==> src/rtl/lsu_unit_pkg.sv <==
// Shared types for the RV32 load/store unit.
//   mem_op_t    : decoded memory operation from execute
//   lsu_state_t : LSU control FSM states
//   lsu_err_t   : response error code
//   lsu_req_t   : operation latched at accept
// RAM window limits are word addresses (byte address [31:2]).
package lsu_unit_pkg;

    typedef enum logic [2:0] {
        MEM_LB  = 3'd0,
        MEM_LH  = 3'd1,
        MEM_LW  = 3'd2,
        MEM_LBU = 3'd3,
        MEM_LHU = 3'd4,
        MEM_SB  = 3'd5,
        MEM_SH  = 3'd6,
        MEM_SW  = 3'd7
    } mem_op_t;

    // 64 KiB RAM at 0x8000_0000
    localparam logic [29:0] RAM_LOWER  = 30'h2000_0000;
    localparam logic [29:0] RAM_HIGHER = 30'h2000_3FFF;

    typedef enum logic [1:0] {
        IDLE = 2'd0,
        REQ  = 2'd1,
        WAIT = 2'd2,
        RESP = 2'd3
    } lsu_state_t;

    typedef enum logic [1:0] {
        ERR_NONE     = 2'b00,
        ERR_MISALIGN = 2'b01,
        ERR_ACCESS   = 2'b10,
        ERR_TIMEOUT  = 2'b11
    } lsu_err_t;

    typedef struct packed {
        mem_op_t     op;
        logic [31:0] addr;
        logic [31:0] wdata;
    } lsu_req_t;

    function automatic logic is_store(input mem_op_t op);
        return (op == MEM_SB) || (op == MEM_SH) || (op == MEM_SW);
    endfunction

    function automatic logic is_misaligned(input mem_op_t op, input logic [1:0] lo);
        case (op)
            MEM_LH, MEM_LHU, MEM_SH: return lo[0];
            MEM_LW, MEM_SW:          return lo != 2'b00;
            default:                 return 1'b0;
        endcase
    endfunction

    function automatic logic in_ram(input logic [29:0] waddr);
        return (waddr >= RAM_LOWER) && (waddr <= RAM_HIGHER);
    endfunction

endpackage

==> src/rtl/lsu_align.sv <==
// Combinational lane handling for the LSU.
//   op, addr_lo  : latched operation and byte offset
//   wdata        : store data (rs2)
//   rdata        : raw load word from memory
//   be           : byte enables (stores only, 0 for loads)
//   store_data   : lane-replicated store word (0 for loads)
//   load_data    : extracted and extended load result
module lsu_align
    import lsu_unit_pkg::*;
(
    input  mem_op_t     op,
    input  logic [1:0]  addr_lo,
    input  logic [31:0] wdata,
    input  logic [31:0] rdata,
    output logic [3:0]  be,
    output logic [31:0] store_data,
    output logic [31:0] load_data
);

    logic [7:0]  rd_byte;
    logic [15:0] rd_half;

    // Memory returns the whole word; byte enables only qualify writes.
    always_comb begin
        be         = 4'b0000;
        store_data = 32'h0;
        case (op)
            MEM_SB: begin
                be         = 4'b0001 << addr_lo;
                store_data = {4{wdata[7:0]}};
            end
            MEM_SH: begin
                be         = 4'b0011 << {addr_lo[1], 1'b0};
                store_data = {2{wdata[15:0]}};
            end
            MEM_SW: begin
                be         = 4'b1111;
                store_data = wdata;
            end
            default: ;
        endcase
    end

    always_comb begin
        case (addr_lo)
            2'd0:    rd_byte = rdata[7:0];
            2'd1:    rd_byte = rdata[15:8];
            2'd2:    rd_byte = rdata[23:16];
            default: rd_byte = rdata[31:24];
        endcase
        rd_half = addr_lo[1] ? rdata[31:16] : rdata[15:0];
    end

    always_comb begin
        case (op)
            MEM_LB:  load_data = {{24{rd_byte[7]}}, rd_byte};
            MEM_LBU: load_data = {24'h0, rd_byte};
            MEM_LH:  load_data = {{16{rd_half[15]}}, rd_half};
            MEM_LHU: load_data = {16'h0, rd_half};
            MEM_LW:  load_data = rdata;
            default: load_data = 32'h0;
        endcase
    end

endmodule

==> src/rtl/lsu_unit.sv <==
// Load/store unit: accepts one memory op from execute, checks alignment
// and the RAM window, runs a req/gnt + rvalid transaction on the word-
// addressed data port and returns a one-cycle response to writeback.
//   clk_i, rst_i        : clock, synchronous active-high reset
//   req_valid_i/ready_o : execute handshake (ready only in IDLE)
//   mem_op_i, addr_i, wdata_i : operation, byte address, store data
//   dmem_*              : data-memory port (req held until gnt)
//   rsp_valid_o/rdata_o/err_o : completion pulse, load result, error
module lsu_unit
    import lsu_unit_pkg::*;
#(
    parameter int TIMEOUT_CYCLES = 16
) (
    input  logic        clk_i,
    input  logic        rst_i,
    input  logic        req_valid_i,
    output logic        req_ready_o,
    input  logic [2:0]  mem_op_i,
    input  logic [31:0] addr_i,
    input  logic [31:0] wdata_i,
    output logic        dmem_req_o,
    output logic        dmem_we_o,
    output logic [29:0] dmem_addr_o,
    output logic [3:0]  dmem_be_o,
    output logic [31:0] dmem_wdata_o,
    input  logic        dmem_gnt_i,
    input  logic        dmem_rvalid_i,
    input  logic [31:0] dmem_rdata_i,
    output logic        rsp_valid_o,
    output logic [31:0] rsp_rdata_o,
    output logic [1:0]  rsp_err_o
);

    localparam int CNT_W = (TIMEOUT_CYCLES > 2) ? $clog2(TIMEOUT_CYCLES) : 1;
    localparam logic [CNT_W-1:0] CNT_LIMIT = CNT_W'(TIMEOUT_CYCLES - 1);

    lsu_state_t       state;
    lsu_req_t         req_q;
    logic [CNT_W-1:0] wait_cnt;
    lsu_err_t         rsp_err_q;
    logic [31:0]      load_data;
    mem_op_t          op_in;

    assign op_in = mem_op_t'(mem_op_i);

    // Port fields come straight from the latched request, so they are
    // stable for the whole REQ phase without extra holding registers.
    lsu_align u_align (
        .op         (req_q.op),
        .addr_lo    (req_q.addr[1:0]),
        .wdata      (req_q.wdata),
        .rdata      (dmem_rdata_i),
        .be         (dmem_be_o),
        .store_data (dmem_wdata_o),
        .load_data  (load_data)
    );

    assign req_ready_o = (state == IDLE);
    assign dmem_we_o   = is_store(req_q.op);
    assign dmem_addr_o = req_q.addr[31:2];
    assign rsp_err_o   = rsp_err_q;

    always_ff @(posedge clk_i) begin
        if (rst_i) begin
            state       <= IDLE;
            req_q       <= '{op: MEM_LB, addr: 32'h0, wdata: 32'h0};
            wait_cnt    <= '0;
            dmem_req_o  <= 1'b0;
            rsp_valid_o <= 1'b0;
            rsp_rdata_o <= 32'h0;
            rsp_err_q   <= ERR_NONE;
        end else begin
            case (state)
                IDLE: begin
                    if (req_valid_i) begin
                        req_q <= '{op: op_in, addr: addr_i, wdata: wdata_i};
                        // Misalignment outranks the window check.
                        if (is_misaligned(op_in, addr_i[1:0])) begin
                            state       <= RESP;
                            rsp_valid_o <= 1'b1;
                            rsp_err_q   <= ERR_MISALIGN;
                        end else if (!in_ram(addr_i[31:2])) begin
                            state       <= RESP;
                            rsp_valid_o <= 1'b1;
                            rsp_err_q   <= ERR_ACCESS;
                        end else begin
                            state      <= REQ;
                            dmem_req_o <= 1'b1;
                        end
                    end
                end
                REQ: begin
                    if (dmem_gnt_i) begin
                        dmem_req_o <= 1'b0;
                        if (is_store(req_q.op)) begin
                            state       <= RESP;
                            rsp_valid_o <= 1'b1;
                            rsp_err_q   <= ERR_NONE;
                        end else begin
                            state    <= WAIT;
                            wait_cnt <= '0;
                        end
                    end
                end
                WAIT: begin
                    // rvalid on the limit cycle still delivers data.
                    if (dmem_rvalid_i) begin
                        state       <= RESP;
                        rsp_valid_o <= 1'b1;
                        rsp_rdata_o <= load_data;
                        rsp_err_q   <= ERR_NONE;
                    end else if (wait_cnt == CNT_LIMIT) begin
                        state       <= RESP;
                        rsp_valid_o <= 1'b1;
                        rsp_err_q   <= ERR_TIMEOUT;
                    end else begin
                        wait_cnt <= wait_cnt + 1'b1;
                    end
                end
                RESP: begin
                    state       <= IDLE;
                    rsp_valid_o <= 1'b0;
                    rsp_rdata_o <= 32'h0;
                    rsp_err_q   <= ERR_NONE;
                end
                default: state <= IDLE;
            endcase
        end
    end

endmodule

==> config.mk <==
export PLATFORM = sky130hd
export DESIGN_NAME = lsu_unit
export DESIGN_NICKNAME = d
export VERILOG_FILES = /design/src/rtl/lsu_unit_pkg.sv /design/src/rtl/lsu_align.sv /design/src/rtl/lsu_unit.sv
export SDC_FILE = /design/constraint.sdc
export NUM_CORES = 1
export LEC_CHECK = 0
export BUFFER_PORTS_ARGS = -buffer_cell sky130_fd_sc_hd__buf_2
export CAP_MARGIN = 20
export CORE_MARGIN = 5
export CORE_UTILIZATION = 30
export CTS_BUF_LIST = sky130_fd_sc_hd__clkbuf_4 sky130_fd_sc_hd__clkbuf_8
export DETAILED_ROUTE_END_ITERATION = 10
export SYNTH_ARGS = -nofsm -noshare
export SYNTH_HDL_FRONTEND = slang
export SYNTH_SLANG_ARGS = --single-unit
==> constraint.sdc <==
create_clock -name clk_i -period 2.2 [get_ports clk_i]
set_clock_uncertainty 0.05 [all_clocks]
set_input_delay 0.11 -clock clk_i [delete_from_list [all_inputs] [get_ports clk_i]]
set_output_delay 0.11 -clock clk_i [all_outputs]
set_load 0.03 [all_outputs]
==> After elaboration in Yosys (flattened, before gate mapping) <==
Cells that the tools add are included.
{ "word_totals": {"regBits": 109, "input_bits": 104, "output_inout_bits": 104} }
{ "op_classes": {"addsub": 1, "magnitude_cmp": 2, "eq_ne": 29, "shift": 2, "n_mux": 44, "n_reduce_logical": 18} }
{ "op_table": {"columns": ["op", "n"], "rows": [
  ["$pmux 32 s5", 1],
  ["$pmux 32 s3", 1],
  ["$pmux 32 s2", 1],
  ["$mux 32", 1],
  ["$ge 30x30->1 const B", 1],
  ["$le 30x30->1 const B", 1],
  ["$mux 2", 12],
  ["$pmux 8 s3", 1],
  ["$eq 3x3->1 const B", 7],
  ["$mux 16", 1],
  ["$mux 4", 4],
  ["$ne 2x2->1 const B", 8],
  ["$pmux 2 s4", 2],
  ["$mux 1", 15],
  ["$reduce_and 5->1", 3],
  ["$pmux 4 s3", 1],
  ["$eq 3x2->1 const B", 3],
  ["$pmux 4 s2", 1],
  ["$reduce_bool 2->1", 4],
  ["$eq 2x2->1 const B", 3],
  ["$eq 3x1->1 const B", 2],
  ["$ne 3x3->1 const B", 2],
  ["$add 4x1->4 const B", 1],
  ["$eq 2x1->1 const B", 2],
  ["14 further kinds", 18]
]} }

==> Depth between registers and ports, before layout <==
{ "depth": {"depth_word": 9, "depth_mapped": 9} }

==> Hierarchy <==
From an unflattened synthesis, not the netlist that was laid out.
{ "hier_totals": {"cells_unflattened": 782, "hier_area_um2": 5947.0} }
{ "by_module_without_submodules": {"columns": ["mod", "n_inst", "cells_each", "area_each_um2", "seq_area_each_um2"], "rows": [
  ["lsu_unit", 1, 515, 4300.4, 2182.1],
  ["lsu_align", 1, 267, 1646.6, 0.0]
]} }

==> Worst setup path before layout <==
OpenSTA, ideal clock, no wires.
{ "synth_timing": {"path_type": "register to register", "from": "register state[0]", "to": "register req_q, in the netlist dmem_addr_o[10]", "arrival_ps": 1842, "setup_slack_ps": 237, "path_stages_with_launch": 9, "path_buffers": 3, "synth_period_minus_slack_ps": 1963, "cell_sequence": "dfxtp_1 > inv_1 > ha_1 > and2_1 > clkbuf_1 > clkbuf_1 > buf_1 > nand2_1 > a21oi_1"} }
{ "synth_between": {"elab_chain_cells": 2} }
{ "synth_rtl": {"columns": ["element", "line", "source"], "rows": [
  ["start: declaration", "lsu_unit.sv:37", "lsu_state_t state;"],
  ["start signal: assignment", "lsu_unit.sv:65", "state <= IDLE;"],
  ["start signal: assignment", "lsu_unit.sv:79", "state <= RESP;"],
  ["start signal: assignment", "lsu_unit.sv:83", "state <= RESP;"],
  ["$logic_not 2->1", null, null],
  ["net req_ready_o", "lsu_unit.sv:17", "output logic req_ready_o,"],
  ["$reduce_and 2->1 (no source line)", null, null],
  ["end signal: assignment", "lsu_unit.sv:66", "req_q <= '{op: MEM_LB, addr: 32'h0, wdata: 32'h0};"],
  ["end signal: assignment", "lsu_unit.sv:76", "req_q <= '{op: op_in, addr: addr_i, wdata: wdata_i};"],
  ["end: declaration", "lsu_unit.sv:38", "lsu_req_t req_q;"]
]} }
The timed path passes the listed nets, and every way through them passes these cells.
A chain may end at the register's enable or synchronous reset.

==> Worst setup path in the final report <==
{ "layout_timing": {"from": "register req_q[64] (netlist name)", "to": "output port dmem_wdata_o[20]"} }
{ "layout_between": {"elab_chain_cells": 2, "word_cells_on_any_way": 4} }
{ "layout_rtl": {"columns": ["element", "line", "source"], "rows": [
  ["$eq 3x3->1", "lsu_align.sv:27", "case (op)"],
  ["$pmux 32 s3 (*)", "lsu_align.sv:27", null],
  ["end: declaration", "lsu_unit.sv:25", "output logic [31:0] dmem_wdata_o,"]
]} }
Every way passes the cells marked *; elsewhere a longest branch is shown, timed or not.

==> impl_metrics.toml <==
[outcome]
run_status = "finished, final reports clean"

[cts]
clk_latency_ns = 0.39
h_tree_lvl_count = 3
cts.repair_timing.setup_buffer_count = 0
clk_transition_reported_paths_ns = 0.10
cts_root_buffer_type = "sky130_fd_sc_hd__clkbuf_8"
numCtsBuffers = 9
cts_tree = "yes"
clock_path_buffers = 2
clock-sinks = 109

[global_routing]
globalRoute.totalOverflow = 0
grt_pass1_wl_um = 31000
gr-usage-all-layers_pct = 17.4
antenna_found_initial = 1
largest_net_degree_at_the_start_of_global_routing = 75
grt_pass1_vias = 5959

[worst_setup_path]
crit_arrival_ns = 1.86
critPathLaunchType = "register"
timing.critical_path.required_ns = 2.04
worst_setup_path_end_kind = "primary output"
setup.worst_path.class = "reg2out"
cpMaxStageDelayCell = "sky130_fd_sc_hd__dfxtp_2"
cp_slowest_stage_delay_ns = 0.41
cp_cell_sequence = "buf_8, xor2_1, buf_4, a22oi_1, nor2b_1, buf_2"
critical_path.max_fanout = 28
rr_worst_depth = 5

[placed_design]
placed_area_mm2 = 0.00666
dpl_worst_slack_ns = 0.163
detailed_place_hpwl_um = 13200
routabilityCongestion = 0.872
io_buffers = 207
dp_cell_count = 1085

[sta]
max-slew-margin-rel_pct = 33.3
fin_worst_hold_slack_ns = 0.0495
minimum_setup_slack_in_the_final_design_ns = 0.182
maxSlewViolCount = 0
fmax_ghz = 0.495
final_hold_viol_count = 0
worst_slew_pin_slew_ns = 1.00
setup_viol_count_final = 0
layout_min_cycle_time_ns = 2.02
fin_setup_tns_ns = 0
rsz0062_at_grt = "yes"
finalCritPeriodShare_pct = 91.7

[synth]
avgSynthCellArea_um2 = 7.90
postSynth.topFlopCell = "sky130_fd_sc_hd__dfxtp_1"
ys_warn_count = 0
fraction_of_the_yosys_area_taken_by_sequential_cells_pct = 38.6
number_of_flip_flops_and_latches_in_the_synthesized_netlist = 109
post_synth_instance_area_mm2 = 0.00565
synth-edff-count = 0
yosysUniqueCellTypes = 48
asyncSetResetFlopFracSynth_pct = 0
synthesis.nets = 824
syn_inst = 715

[floorplan]
floorplan.io_pins = 208
rows = 50
die_height_um = 147
floorplan.core_area_mm2 = 0.0186
initial_core_util_pct = 30.3
dieArea_mm2 = 0.0217
dieWidth_um = 147

[worst_hold_path]
min-delay-path-class = "in2reg"
hold_depth = 4

[layout]
final_util_pct = 42.1
layout.cells.non_filler = 1199
layout.nets = 1068
areaGrowthSynthToFinish_pct = 38.8
final_area_mm2 = 0.00784
drive_gt1_share_pct = 28.9

[route]
route.vias.total = 5840
drt_pass1_iterations = 5
drt_first_iter_violations = 262
route.detailed.wl_per_inst_um = 16.0
via_per_inst = 4.87
ant_nets = 0
route.final.wire_length_um = 19200
post-route-drc-count = 0

[power_and_ir_drop]
pwr_dens_mw_per_mm2 = 847
power.leakage_nw = 3.34
total_power_mw = 6.64
vdd.ir_drop.worst_v = 0.000375

[flow_run]
max-cap-violations = 0
==> cell type report <==
class	count	area (µm²)
diodes	2	5.00
clock buffers	10	138
clock inverters	5	43.8
fillers	1862	10800
inverters	6	22.5
multi-input cells	511	2970
flip-flops and latches	109	2190
well taps	234	293
repair buffers	322	2180
==> cells by family after synthesis <==
group,count (synthesis),synth area share [%]
simple gates,288,23.3
compound gates,194,22.1
flops,109,38.6
buf+inv,95,8.97
mux,19,5.09
xor+xnor,5,0.775
fa+ha+maj,5,1.11
==> critical path, delay by kind of cell (launching register included) <==
family	cells	cell delay, ns
buffers and inverters	3	0.63
AO/OA/AOI/OAI	1	0.07
AND/OR/NAND/NOR	1	0.14
XOR/XNOR	1	0.21
flip-flops	1	0.41
==> placed cells by master (no fill, tap or decap), types with 7 or more instances in the layout <==
cell / instances
sky130_fd_sc_hd__a21o_1: 21
sky130_fd_sc_hd__a21oi_1: 91
sky130_fd_sc_hd__a221oi_1: 7
sky130_fd_sc_hd__a221oi_2: 10
sky130_fd_sc_hd__a22oi_1: 18
sky130_fd_sc_hd__and2_1: 15
sky130_fd_sc_hd__buf_2: 206
sky130_fd_sc_hd__buf_4: 15
sky130_fd_sc_hd__clkbuf_8: 10
sky130_fd_sc_hd__dfxtp_1: 107
sky130_fd_sc_hd__dlygate4sd3_1: 97
sky130_fd_sc_hd__mux2_2: 8
sky130_fd_sc_hd__mux4_2: 7
sky130_fd_sc_hd__nand2_1: 201
sky130_fd_sc_hd__nor2b_1: 34
sky130_fd_sc_hd__o21ai_0: 13
sky130_fd_sc_hd__o21ai_1: 17
==> registers in the layout (all words and copies together), names as in the netlist <==
| name | flops |
|---|---|
| req_q | 37 |
| rsp_rdata_o | 32 |
| dmem_addr_o | 30 |
| wait_cnt | 4 |
| rsp_err_o | 2 |
| state | 2 |
| dmem_req_o | 1 |
| rsp_valid_o | 1 |
==> synthesized netlist by cell type (3+ instances only) <==
library cell	instances	area, µm²
sky130_fd_sc_hd__a21o_1	21	158
sky130_fd_sc_hd__a21oi_1	91	455
sky130_fd_sc_hd__a221oi_1	7	61.3
sky130_fd_sc_hd__a221oi_2	10	150
sky130_fd_sc_hd__a22oi_1	19	143
sky130_fd_sc_hd__and2_1	17	106
sky130_fd_sc_hd__buf_1	5	18.8
sky130_fd_sc_hd__buf_2	9	45.0
sky130_fd_sc_hd__buf_4	31	233
sky130_fd_sc_hd__buf_6	3	33.8
sky130_fd_sc_hd__clkbuf_1	41	154
sky130_fd_sc_hd__dfxtp_1	109	2180
sky130_fd_sc_hd__ha_1	5	62.6
sky130_fd_sc_hd__inv_1	6	22.5
sky130_fd_sc_hd__mux2_2	8	90.1
sky130_fd_sc_hd__mux2i_1	4	40.0
sky130_fd_sc_hd__mux4_2	7	158
sky130_fd_sc_hd__nand2_1	202	758
sky130_fd_sc_hd__nand2b_1	3	18.8
sky130_fd_sc_hd__nand3_1	4	20.0
sky130_fd_sc_hd__nor2_1	5	18.8
sky130_fd_sc_hd__nor2b_1	34	213
sky130_fd_sc_hd__nor3_1	6	30.0
sky130_fd_sc_hd__nor4_1	4	25.0
sky130_fd_sc_hd__o211ai_1	3	22.5
sky130_fd_sc_hd__o21ai_0	13	65.1
sky130_fd_sc_hd__o21ai_1	17	85.1
sky130_fd_sc_hd__xnor2_1	4	35.0
==> report_power, final <==
group | switching, mW | internal [mW] | total, mW
Clock | 0.753 | 0.455 | 1.21
Sequential | 0.221 | 2.31 | 2.53
Combinational | 1.82 | 1.08 | 2.90
==> path summary, 6_finish.rpt <==
check / slack, ns / to / start
worst max-delay path: 0.18 / dmem_wdata_o[20] / req_q[64]
worst min-delay path: 0.05 / rsp_rdata_o[31] / dmem_rdata_i[31]
worst max register to register: 0.20 / rsp_rdata_o[9] / state[0]
worst min register to register: 0.40 / rsp_rdata_o[21] / rsp_rdata_o[21]
==> metal layers <==
metal	track usage [%]	vias up	share of wire, %
met1	20.9	2695	42
li1	-	2891	-
met4	5.03	0	2.0
met3	5.18	29	7.7
met2	30.2	225	48
met5	0	-	0
==> repair_timing <==
item                                    4_1_cts  5_1_grt
resized for setup                             2        6
gates cloned                                  0        0
hold buffers                                 97        0
hold endpoints to repair                     99        0
endpoints found under the setup margin        8       10
Note: power is estimated with default switching activity, not from simulation.
